==> src/rtl/wb_dbus_pkg.sv <==
`default_nettype none
// ============================================================================
// Module  : wb_dbus_pkg
// Purpose : Shared types, funct3 encodings and alignment check for the
//           core data-port Wishbone master.
// Revision: 1.0
// ============================================================================
package wb_dbus_pkg;

    typedef enum logic [1:0] {
        IDLE = 2'd0,
        BUS  = 2'd1,
        DONE = 2'd2
    } state_t;

    localparam logic [2:0] MEM_B  = 3'b000;
    localparam logic [2:0] MEM_H  = 3'b001;
    localparam logic [2:0] MEM_W  = 3'b010;
    localparam logic [2:0] MEM_BU = 3'b100;
    localparam logic [2:0] MEM_HU = 3'b101;

    // Undefined funct3 encodings fall into the word case.
    function automatic logic is_misaligned(input logic [2:0] op, input logic [1:0] addr_lo);
        case (op)
            MEM_B, MEM_BU: return 1'b0;
            MEM_H, MEM_HU: return addr_lo[0];
            default:       return (addr_lo != 2'b00);
        endcase
    endfunction

endpackage
`default_nettype wire

==> src/rtl/wb_dbus_master_if.sv <==
`default_nettype none
// ============================================================================
// Module  : wb_dbus_master_if
// Purpose : Wishbone B4 classic signal bundle between data master and fabric.
// Revision: 1.0
// ============================================================================
interface wb_dbus_master_if #(
    parameter int ADDR_W = 32
) ();
    logic [ADDR_W-1:0] wb_adr_o;
    logic [31:0]       wb_dat_o;
    logic [3:0]        wb_sel_o;
    logic              wb_we_o;
    logic              wb_cyc_o;
    logic              wb_stb_o;
    logic [31:0]       wb_dat_i;
    logic              wb_ack_i;
    logic              wb_err_i;

    modport master (
        output wb_adr_o, wb_dat_o, wb_sel_o, wb_we_o, wb_cyc_o, wb_stb_o,
        input  wb_dat_i, wb_ack_i, wb_err_i
    );

    modport slave (
        input  wb_adr_o, wb_dat_o, wb_sel_o, wb_we_o, wb_cyc_o, wb_stb_o,
        output wb_dat_i, wb_ack_i, wb_err_i
    );
endinterface
`default_nettype wire

==> src/rtl/lsu_lane_align.sv <==
`default_nettype none
// ============================================================================
// Module  : lsu_lane_align
// Purpose : Byte-lane select, store replication and load extraction/extension.
// Revision: 1.0
// ============================================================================
module lsu_lane_align
    import wb_dbus_pkg::*;
(
    input  logic [2:0]  op,
    input  logic [1:0]  addr_lo,
    input  logic [31:0] wdata,
    input  logic [31:0] rdata_raw,
    output logic [3:0]  sel,
    output logic [31:0] wdata_rep,
    output logic [31:0] rdata_ext
);

    logic [31:0] w_shift;

    always_comb begin
        w_shift   = rdata_raw >> {addr_lo, 3'b000};
        sel       = 4'b1111;
        wdata_rep = wdata;
        rdata_ext = rdata_raw;
        // op[2] distinguishes the unsigned load variants.
        case (op)
            MEM_B, MEM_BU: begin
                sel       = 4'b0001 << addr_lo;
                wdata_rep = {4{wdata[7:0]}};
                rdata_ext = {{24{w_shift[7] & ~op[2]}}, w_shift[7:0]};
            end
            MEM_H, MEM_HU: begin
                sel       = addr_lo[1] ? 4'b1100 : 4'b0011;
                wdata_rep = {2{wdata[15:0]}};
                rdata_ext = {{16{w_shift[15] & ~op[2]}}, w_shift[15:0]};
            end
            default: begin
            end
        endcase
    end

endmodule
`default_nettype wire

==> src/rtl/wb_dbus_master.sv <==
`default_nettype none
// ============================================================================
// Module  : wb_dbus_master
// Purpose : Core memory-stage data port to Wishbone B4 classic master bridge.
// Revision: 1.0
// ============================================================================
module wb_dbus_master
    import wb_dbus_pkg::*;
#(
    parameter int TIMEOUT_CYCLES = 255,
    parameter int ADDR_W         = 32
) (
    input  logic                    clk,
    input  logic                    reset,
    input  logic [31:0]             mem_addr,
    input  logic [31:0]             mem_wdata,
    input  logic                    mem_write,
    input  logic                    mem_read,
    input  logic [2:0]              mem_op,
    output logic [31:0]             mem_rdata,
    output logic                    stall_pipl,
    wb_dbus_master_if.master        wb,
    output logic                    bus_err_o,
    output logic                    misalign_o,
    output logic [31:0]             err_addr_o
);

    localparam logic [15:0] c_to_last = 16'(TIMEOUT_CYCLES - 1);

    state_t            r_state, w_state_n;
    logic [ADDR_W-1:0] r_adr;
    logic [31:0]       r_dat;
    logic [3:0]        r_sel;
    logic              r_we;
    logic              r_cyc;
    logic [2:0]        r_op;
    logic [1:0]        r_lane;
    logic [31:0]       r_addr;
    logic [15:0]       r_cnt;
    logic [31:0]       r_rdata;
    logic              r_bus_err;
    logic              r_misalign;
    logic [31:0]       r_err_addr;

    logic              w_req;
    logic              w_misalign;
    logic              w_launch;
    logic              w_reject;
    logic              w_ok;
    logic              w_fault;
    logic [2:0]        w_al_op;
    logic [1:0]        w_al_lane;
    logic [3:0]        w_sel;
    logic [31:0]       w_wdata_rep;
    logic [31:0]       w_rdata_ext;

    assign w_req      = mem_read | mem_write;
    assign w_misalign = is_misaligned(mem_op, mem_addr[1:0]);

    // One aligner serves both directions: request fields in IDLE, load data in BUS.
    assign w_al_op   = (r_state == IDLE) ? mem_op        : r_op;
    assign w_al_lane = (r_state == IDLE) ? mem_addr[1:0] : r_lane;

    lsu_lane_align u_align (
        .op        (w_al_op),
        .addr_lo   (w_al_lane),
        .wdata     (mem_wdata),
        .rdata_raw (wb.wb_dat_i),
        .sel       (w_sel),
        .wdata_rep (w_wdata_rep),
        .rdata_ext (w_rdata_ext)
    );

    always_ff @(posedge clk) begin
        if (reset) begin
            r_state <= IDLE;
        end else begin
            r_state <= w_state_n;
        end
    end

    always_comb begin
        w_state_n  = r_state;
        stall_pipl = 1'b0;
        w_launch   = 1'b0;
        w_reject   = 1'b0;
        w_ok       = 1'b0;
        w_fault    = 1'b0;
        unique case (r_state)
            IDLE: begin
                if (w_req) begin
                    stall_pipl = 1'b1;
                    if (w_misalign) begin
                        w_reject  = 1'b1;
                        w_state_n = DONE;
                    end else begin
                        w_launch  = 1'b1;
                        w_state_n = BUS;
                    end
                end
            end
            BUS: begin
                stall_pipl = 1'b1;
                if (wb.wb_ack_i) begin
                    w_ok      = 1'b1;
                    w_state_n = DONE;
                end else if (wb.wb_err_i || (r_cnt == c_to_last)) begin
                    w_fault   = 1'b1;
                    w_state_n = DONE;
                end
            end
            DONE: begin
                // The request still on the port here is the one just retired.
                w_state_n = IDLE;
            end
            default: begin
                w_state_n = IDLE;
            end
        endcase
    end

    always_ff @(posedge clk) begin
        if (reset) begin
            r_adr      <= '0;
            r_dat      <= '0;
            r_sel      <= '0;
            r_we       <= 1'b0;
            r_cyc      <= 1'b0;
            r_op       <= '0;
            r_lane     <= '0;
            r_addr     <= '0;
            r_cnt      <= '0;
            r_rdata    <= '0;
            r_bus_err  <= 1'b0;
            r_misalign <= 1'b0;
            r_err_addr <= '0;
        end else begin
            r_bus_err  <= 1'b0;
            r_misalign <= 1'b0;
            r_cnt      <= (r_state == BUS && w_state_n == BUS) ? r_cnt + 16'd1 : 16'd0;
            if (w_launch || w_reject) begin
                r_adr  <= ADDR_W'({mem_addr[31:2], 2'b00});
                r_dat  <= w_wdata_rep;
                r_sel  <= w_sel;
                r_we   <= mem_write;
                r_op   <= mem_op;
                r_lane <= mem_addr[1:0];
                r_addr <= mem_addr;
            end
            if (w_launch) begin
                r_cyc <= 1'b1;
            end
            if (w_reject) begin
                r_misalign <= 1'b1;
                r_err_addr <= mem_addr;
                r_rdata    <= '0;
            end
            if (w_ok) begin
                r_cyc <= 1'b0;
                if (!r_we) begin
                    r_rdata <= w_rdata_ext;
                end
            end
            if (w_fault) begin
                r_cyc      <= 1'b0;
                r_bus_err  <= 1'b1;
                r_err_addr <= r_addr;
                r_rdata    <= '0;
            end
        end
    end

    assign wb.wb_adr_o = r_adr;
    assign wb.wb_dat_o = r_dat;
    assign wb.wb_sel_o = r_sel;
    assign wb.wb_we_o  = r_we;
    assign wb.wb_cyc_o = r_cyc;
    assign wb.wb_stb_o = r_cyc;
    assign mem_rdata   = r_rdata;
    assign bus_err_o   = r_bus_err;
    assign misalign_o  = r_misalign;
    assign err_addr_o  = r_err_addr;

endmodule
`default_nettype wire
==> src/flat_wrapper.sv <==
// flat-port wrapper written by rule: the top's interface ports become plain ports
module wb_dbus_master_flat import wb_dbus_pkg::*;
#(
    parameter int TIMEOUT_CYCLES = 255,
    parameter int ADDR_W         = 32
)
  (clk, reset, mem_addr, mem_wdata, mem_write, mem_read, mem_op, mem_rdata, stall_pipl, bus_err_o, misalign_o, err_addr_o, wb_wb_adr_o, wb_wb_dat_o, wb_wb_sel_o, wb_wb_we_o, wb_wb_cyc_o, wb_wb_stb_o, wb_wb_dat_i, wb_wb_ack_i, wb_wb_err_i);
  wb_dbus_master_if #(.ADDR_W(ADDR_W)) wb_i ();
  input  logic clk;
  input  logic reset;
  input  logic [31:0] mem_addr;
  input  logic [31:0] mem_wdata;
  input  logic mem_write;
  input  logic mem_read;
  input  logic [2:0] mem_op;
  output logic [31:0] mem_rdata;
  output logic stall_pipl;
  output logic bus_err_o;
  output logic misalign_o;
  output logic [31:0] err_addr_o;
  output wire logic [$bits(wb_i.wb_adr_o)-1:0] wb_wb_adr_o;
  output wire logic [$bits(wb_i.wb_dat_o)-1:0] wb_wb_dat_o;
  output wire logic [$bits(wb_i.wb_sel_o)-1:0] wb_wb_sel_o;
  output wire logic [$bits(wb_i.wb_we_o)-1:0] wb_wb_we_o;
  output wire logic [$bits(wb_i.wb_cyc_o)-1:0] wb_wb_cyc_o;
  output wire logic [$bits(wb_i.wb_stb_o)-1:0] wb_wb_stb_o;
  input wire logic [$bits(wb_i.wb_dat_i)-1:0] wb_wb_dat_i;
  input wire logic [$bits(wb_i.wb_ack_i)-1:0] wb_wb_ack_i;
  input wire logic [$bits(wb_i.wb_err_i)-1:0] wb_wb_err_i;
  assign wb_wb_adr_o = wb_i.wb_adr_o;
  assign wb_wb_dat_o = wb_i.wb_dat_o;
  assign wb_wb_sel_o = wb_i.wb_sel_o;
  assign wb_wb_we_o = wb_i.wb_we_o;
  assign wb_wb_cyc_o = wb_i.wb_cyc_o;
  assign wb_wb_stb_o = wb_i.wb_stb_o;
  assign wb_i.wb_dat_i = wb_wb_dat_i;
  assign wb_i.wb_ack_i = wb_wb_ack_i;
  assign wb_i.wb_err_i = wb_wb_err_i;
  wb_dbus_master #(.TIMEOUT_CYCLES(TIMEOUT_CYCLES), .ADDR_W(ADDR_W)) u_core (.clk(clk), .reset(reset), .mem_addr(mem_addr), .mem_wdata(mem_wdata), .mem_write(mem_write), .mem_read(mem_read), .mem_op(mem_op), .mem_rdata(mem_rdata), .stall_pipl(stall_pipl), .wb(wb_i), .bus_err_o(bus_err_o), .misalign_o(misalign_o), .err_addr_o(err_addr_o));
endmodule
==> config.mk <==
export PLATFORM = sky130hd
export DESIGN_NAME = wb_dbus_master_flat
export DESIGN_NICKNAME = d
export VERILOG_FILES = /design/src/rtl/wb_dbus_pkg.sv /design/src/rtl/wb_dbus_master_if.sv /design/src/rtl/lsu_lane_align.sv /design/src/rtl/wb_dbus_master.sv /design/src/flat_wrapper.sv
export SDC_FILE = /design/constraint.sdc
export NUM_CORES = 1
export LEC_CHECK = 0
export ABC_CLOCK_PERIOD_IN_PS = 5700
export BUFFER_PORTS_ARGS = -buffer_cell sky130_fd_sc_hd__buf_2
export CORE_UTILIZATION = 40
export CTS_CLUSTER_DIAMETER = 30
export DETAILED_ROUTE_END_ITERATION = 8
export PLACE_DENSITY_LB_ADDON = 0.3
export RECOVER_POWER = 100
export SLEW_MARGIN = 15
export SYNTH_ARGS = -nofsm -noshare
export SYNTH_HDL_FRONTEND = slang
export SYNTH_SLANG_ARGS = --single-unit
==> constraint.sdc <==
create_clock -name clk -period 5.7 [get_ports clk]
set_input_delay 0.57 -clock clk [delete_from_list [all_inputs] [get_ports clk]]
set_output_delay 0.57 -clock clk [all_outputs]
set_load 0.05 [all_outputs]
==> results.py <==
metrics = {
    "grt": {
        "grt_max_degree": 84,
        "grt-ovfl-total": 0,
        "grt_first_pass_wirelength_microns": 32600,
        "grt_antenna_before_repair": 1,
        "grt_use_total_pct": 22.0,
        "grt_pass1_vias": 6249,
    },
    "synthesis": {
        "synth_flop_cell": "dfxtp_1",
        "ys_warn_count": 0,
        "synth.most_common_cell": "dfxtp_1",
        "async_flop_share_pct": 0,
        "synth_cell_types": 57,
        "synth-seq-cells": 157,
        "syn_area_per_cell_sq_um": 8.27,
        "yosysTopAreaCell": "dfxtp_1",
        "synth_area_leaders": "dfxtp_1 (43%), mux2i_1 (8.0%), nand2_1 (6.8%), nor2_1 (6.0%), a21oi_1 (5.8%)",
        "synth_edf_count": 0,
        "syn_inst": 891,
        "synth_common_cells": "dfxtp_1 (157), nand2_1 (134), nor2_1 (117)",
        "synth_top_area_share_pct": 42.7,
        "seq_area_frac_synth_pct": 42.7,
        "syn-cell-area_sq_um": 7370,
    },
    "critical_path": {
        "worstPathRequired_ns": 6.00,
        "cp-startpoint": "reset",
        "worst_r2r_path_depth": 7,
        "cp_slowest_cell": "clkbuf_1",
        "r2r_slack_ns": 1.53,
        "cp_cell_sequence": "clkbuf_2, clkbuf_1, nand2b_1, nor2_1, o31a_1",
        "critical_path_class": "in2reg",
        "r2r_start": "u_core.r_state[1]$_SDFF_PP0_",
        "cp.arrival_ns": 4.50,
        "cp_max_fo": 66,
        "slowest_delay_ns": 2.12,
        "reg2reg_to": "u_core.mem_rdata[1]$_SDFF_PP0_",
        "crit_path_end": "u_core.mem_rdata[29]$_SDFF_PP0_",
        "start_kind": "input port",
        "cp-end-kind": "flop",
    },
    "layout": {
        "fillCellCount": 1877,
        "fin_cells": 1302,
        "syn2layout_area_growth_pct": 20.0,
        "final_cell_area_sq_um": 8840,
        "nNetsFinal": 1166,
        "drive_gt1_share_pct": 14.6,
    },
    "routing": {
        "routed_via_density": 5.24,
        "routedWlPerCell_microns": 16.3,
        "ant_nets": 0,
        "first_iter_violations": 456,
        "drcViolationCount": 0,
        "vias": 6825,
        "drt_first_pass_iters": 5,
        "wl_microns": 21200,
    },
    "timing": {
        "rsz0062_at_grt": "false",
        "period_minus_slack_ns": 4.19,
        "hold_viol": 0,
        "maxSlewHeadroom_pct": -95.0,
        "drv_slew": 206,
        "fin_setup_tns_ns": 0,
        "finalCritPeriodShare_pct": 73.6,
        "tightest_slew_ns": 2.92,
        "setup_violations": 0,
        "setup_slack_ns": 1.51,
        "hold_slack_ns": 0.395,
        "fmax_ghz": 0.238,
        "skew_ns": 0.00829,
    },
    "clock_network": {
        "h-tree-depth": 4,
        "cts_tree": "done",
        "holdBufCountCts": 0,
        "max-clock-path-buffers": 2,
        "clock_latency_ns": 0.42,
        "root_buffer": "clkbuf_16",
        "clkSinkCount": 157,
        "cts_resized": 0,
        "post_cts_buffers": 0,
        "cts.clk_slew.worst_paths_ns": 0.06,
        "numCtsBuffers": 17,
    },
    "floorplan": {
        "die_height_microns": 138,
        "io_pins": 243,
        "fp-row-count": 49,
        "start_util_pct": 40.9,
        "dieArea_sq_um": 19000,
        "die_x_microns": 138,
        "core-area_sq_um": 18000,
    },
    "place": {
        "dp_slack_ns": 2.33,
        "place_inst": 1269,
        "place_area_sq_um": 8420,
        "dp_hpwl_microns": 14500,
        "port_buffers": 240,
        "gp_congestion": 0.931,
    },
    "status": {
        "outcome": "finished, violations left",
        "failed_checks": "max-capacitance violations, max-slew violations",
    },
    "pwr": {
        "switching_share_pct": 35.3,
        "clockPowerShare_pct": 36.5,
        "powerDensity_nw_per_um2": 375,
        "irDropWorstVdd_mv": 0.263,
        "switchingPower_uw": 1170,
        "p_seq_share_pct": 37.6,
        "p_leak_uw": 0.00362,
        "p_int_uw": 2140,
        "combPwrFrac_pct": 25.9,
    },
    "run": {
        "maxCapViolations": 4,
    },
    "hold_path": {
        "hp-start": "mem_addr[18]",
        "hp-class": "in2reg",
    },
}
[sequential cells by signal, indices dropped and copies added (netlist names)]
name	flops
u_core.bus_err_o	1
u_core.err_addr_o	32
u_core.mem_rdata	32
u_core.misalign_o	1
u_core.r_addr	31
u_core.r_cnt	16
u_core.r_op	3
u_core.r_state	2
u_core.wb.wb_adr_o	1
u_core.wb.wb_cyc_o	1
u_core.wb.wb_dat_o	32
u_core.wb.wb_sel_o	4
u_core.wb.wb_we_o	1
[logic make-up after synthesis]
group / after synthesis / share of synthesized area [%]
AOI/OAI and AO/OA: 221 / 20.1
DFF: 157 / 42.7
xor gates and xnor gates: 13 / 1.55
muxes: 60 / 8.17
other: 1 / 0.0509
adders and majority gates: 2 / 0.340
and+or+nand+nor: 334 / 19.7
buffers and inverters: 103 / 7.40
[power groups by stage]
stage	Clock, uW	Combinational, uW	Sequential [uW]
2_1_floorplan	0	467	1480
3_3_place_gp	0	875	1260
3_5_place_dp	0	881	1270
4_1_cts	1230	884	1240
5_1_grt	1280	923	1260
6_report	1210	860	1250
[worst max-delay path, delay by kind of cell]
family / cells / cell delay [ns]
AOI/OAI and AO/OA: 1 / 0.14
and+or+nand+nor: 2 / 0.92
buffers and inverters: 2 / 2.85
[worst min path at each step]
stage / endpoint / slack, ns / depth (start not counted)
after floorplan: u_core.r_cnt[0]$_SDFF_PP0_ / 0.43 / 1
after global placement: u_core.wb.wb_dat_o[7]$_SDFFE_PP0P_ / 0.44 / 2
after detailed placement: u_core.wb.wb_dat_o[1]$_SDFFE_PP0P_ / 0.45 / 2
after CTS: u_core.r_addr[18]$_SDFFE_PP0P_ / 0.38 / 3
after global routing: u_core.r_addr[18]$_SDFFE_PP0P_ / 0.38 / 3
final: u_core.r_addr[18]$_SDFFE_PP0P_ / 0.40 / 3
[layout by cell type, fill, tap and decap left out, types with 4 or more instances in the layout]
| master | Yosys | layout |
|---|---|---|
| clkbuf_1 | 45 | 140 |
| o2bb2ai_1 | 7 | 7 |
| clkbuf_16 | 0 | 17 |
| xor2_1 | 9 | 9 |
| buf_4 | 33 | 4 |
| o22ai_1 | 9 | 9 |
| a211oi_1 | 55 | 56 |
| mux2i_1 | 59 | 57 |
| nand4_1 | 4 | 4 |
| buf_2 | 10 | 103 |
| o21ai_0 | 13 | 14 |
| dfxtp_1 | 157 | 157 |
| xnor2_1 | 4 | 4 |
| nor2b_1 | 18 | 18 |
| nand2_1 | 134 | 134 |
| nor3b_1 | 4 | 4 |
| nor2_1 | 117 | 118 |
| clkinvlp_4 | 0 | 4 |
| a31oi_1 | 8 | 8 |
| o31a_1 | 16 | 16 |
| nand3_1 | 25 | 25 |
| a221oi_1 | 7 | 7 |
| bufinv_16 | 0 | 4 |
| inv_1 | 4 | 4 |
| and3_1 | 8 | 8 |
| a21oi_1 | 85 | 84 |
[metal layers]
metal / part of all wire [%] / GRT usage (%)
met5: 0 / 0
met2: 47 / 35.3
met1: 45 / 28.8
met4: 2.2 / 7.73
met3: 6.1 / 5.00
[final cells by class]
class	instances	area (sq um)	share of cell area [%]
Antenna cell	1	2.50	0.0283
Clock buffer	19	433	4.90
Clock inverter	13	190	2.15
Inverter	4	15.0	0.170
Multi-Input combinational cell	632	3700	41.8
Sequential cell	157	3140	35.6
Tap cell	229	287	3.24
Timing Repair Buffer	247	1070	12.1
[per-stage QoR]
stage | util (%) | total power, uW
2_1_floorplan | - | 1950
3_3_place_gp | 46.7 | 2140
3_5_place_dp | 46.7 | 2150
4_1_cts | 50.1 | 3360
5_1_grt | 49.0 | 3460
6_report | 49.0 | 3310
No activity file was read; power rests on OpenSTA's default activity.
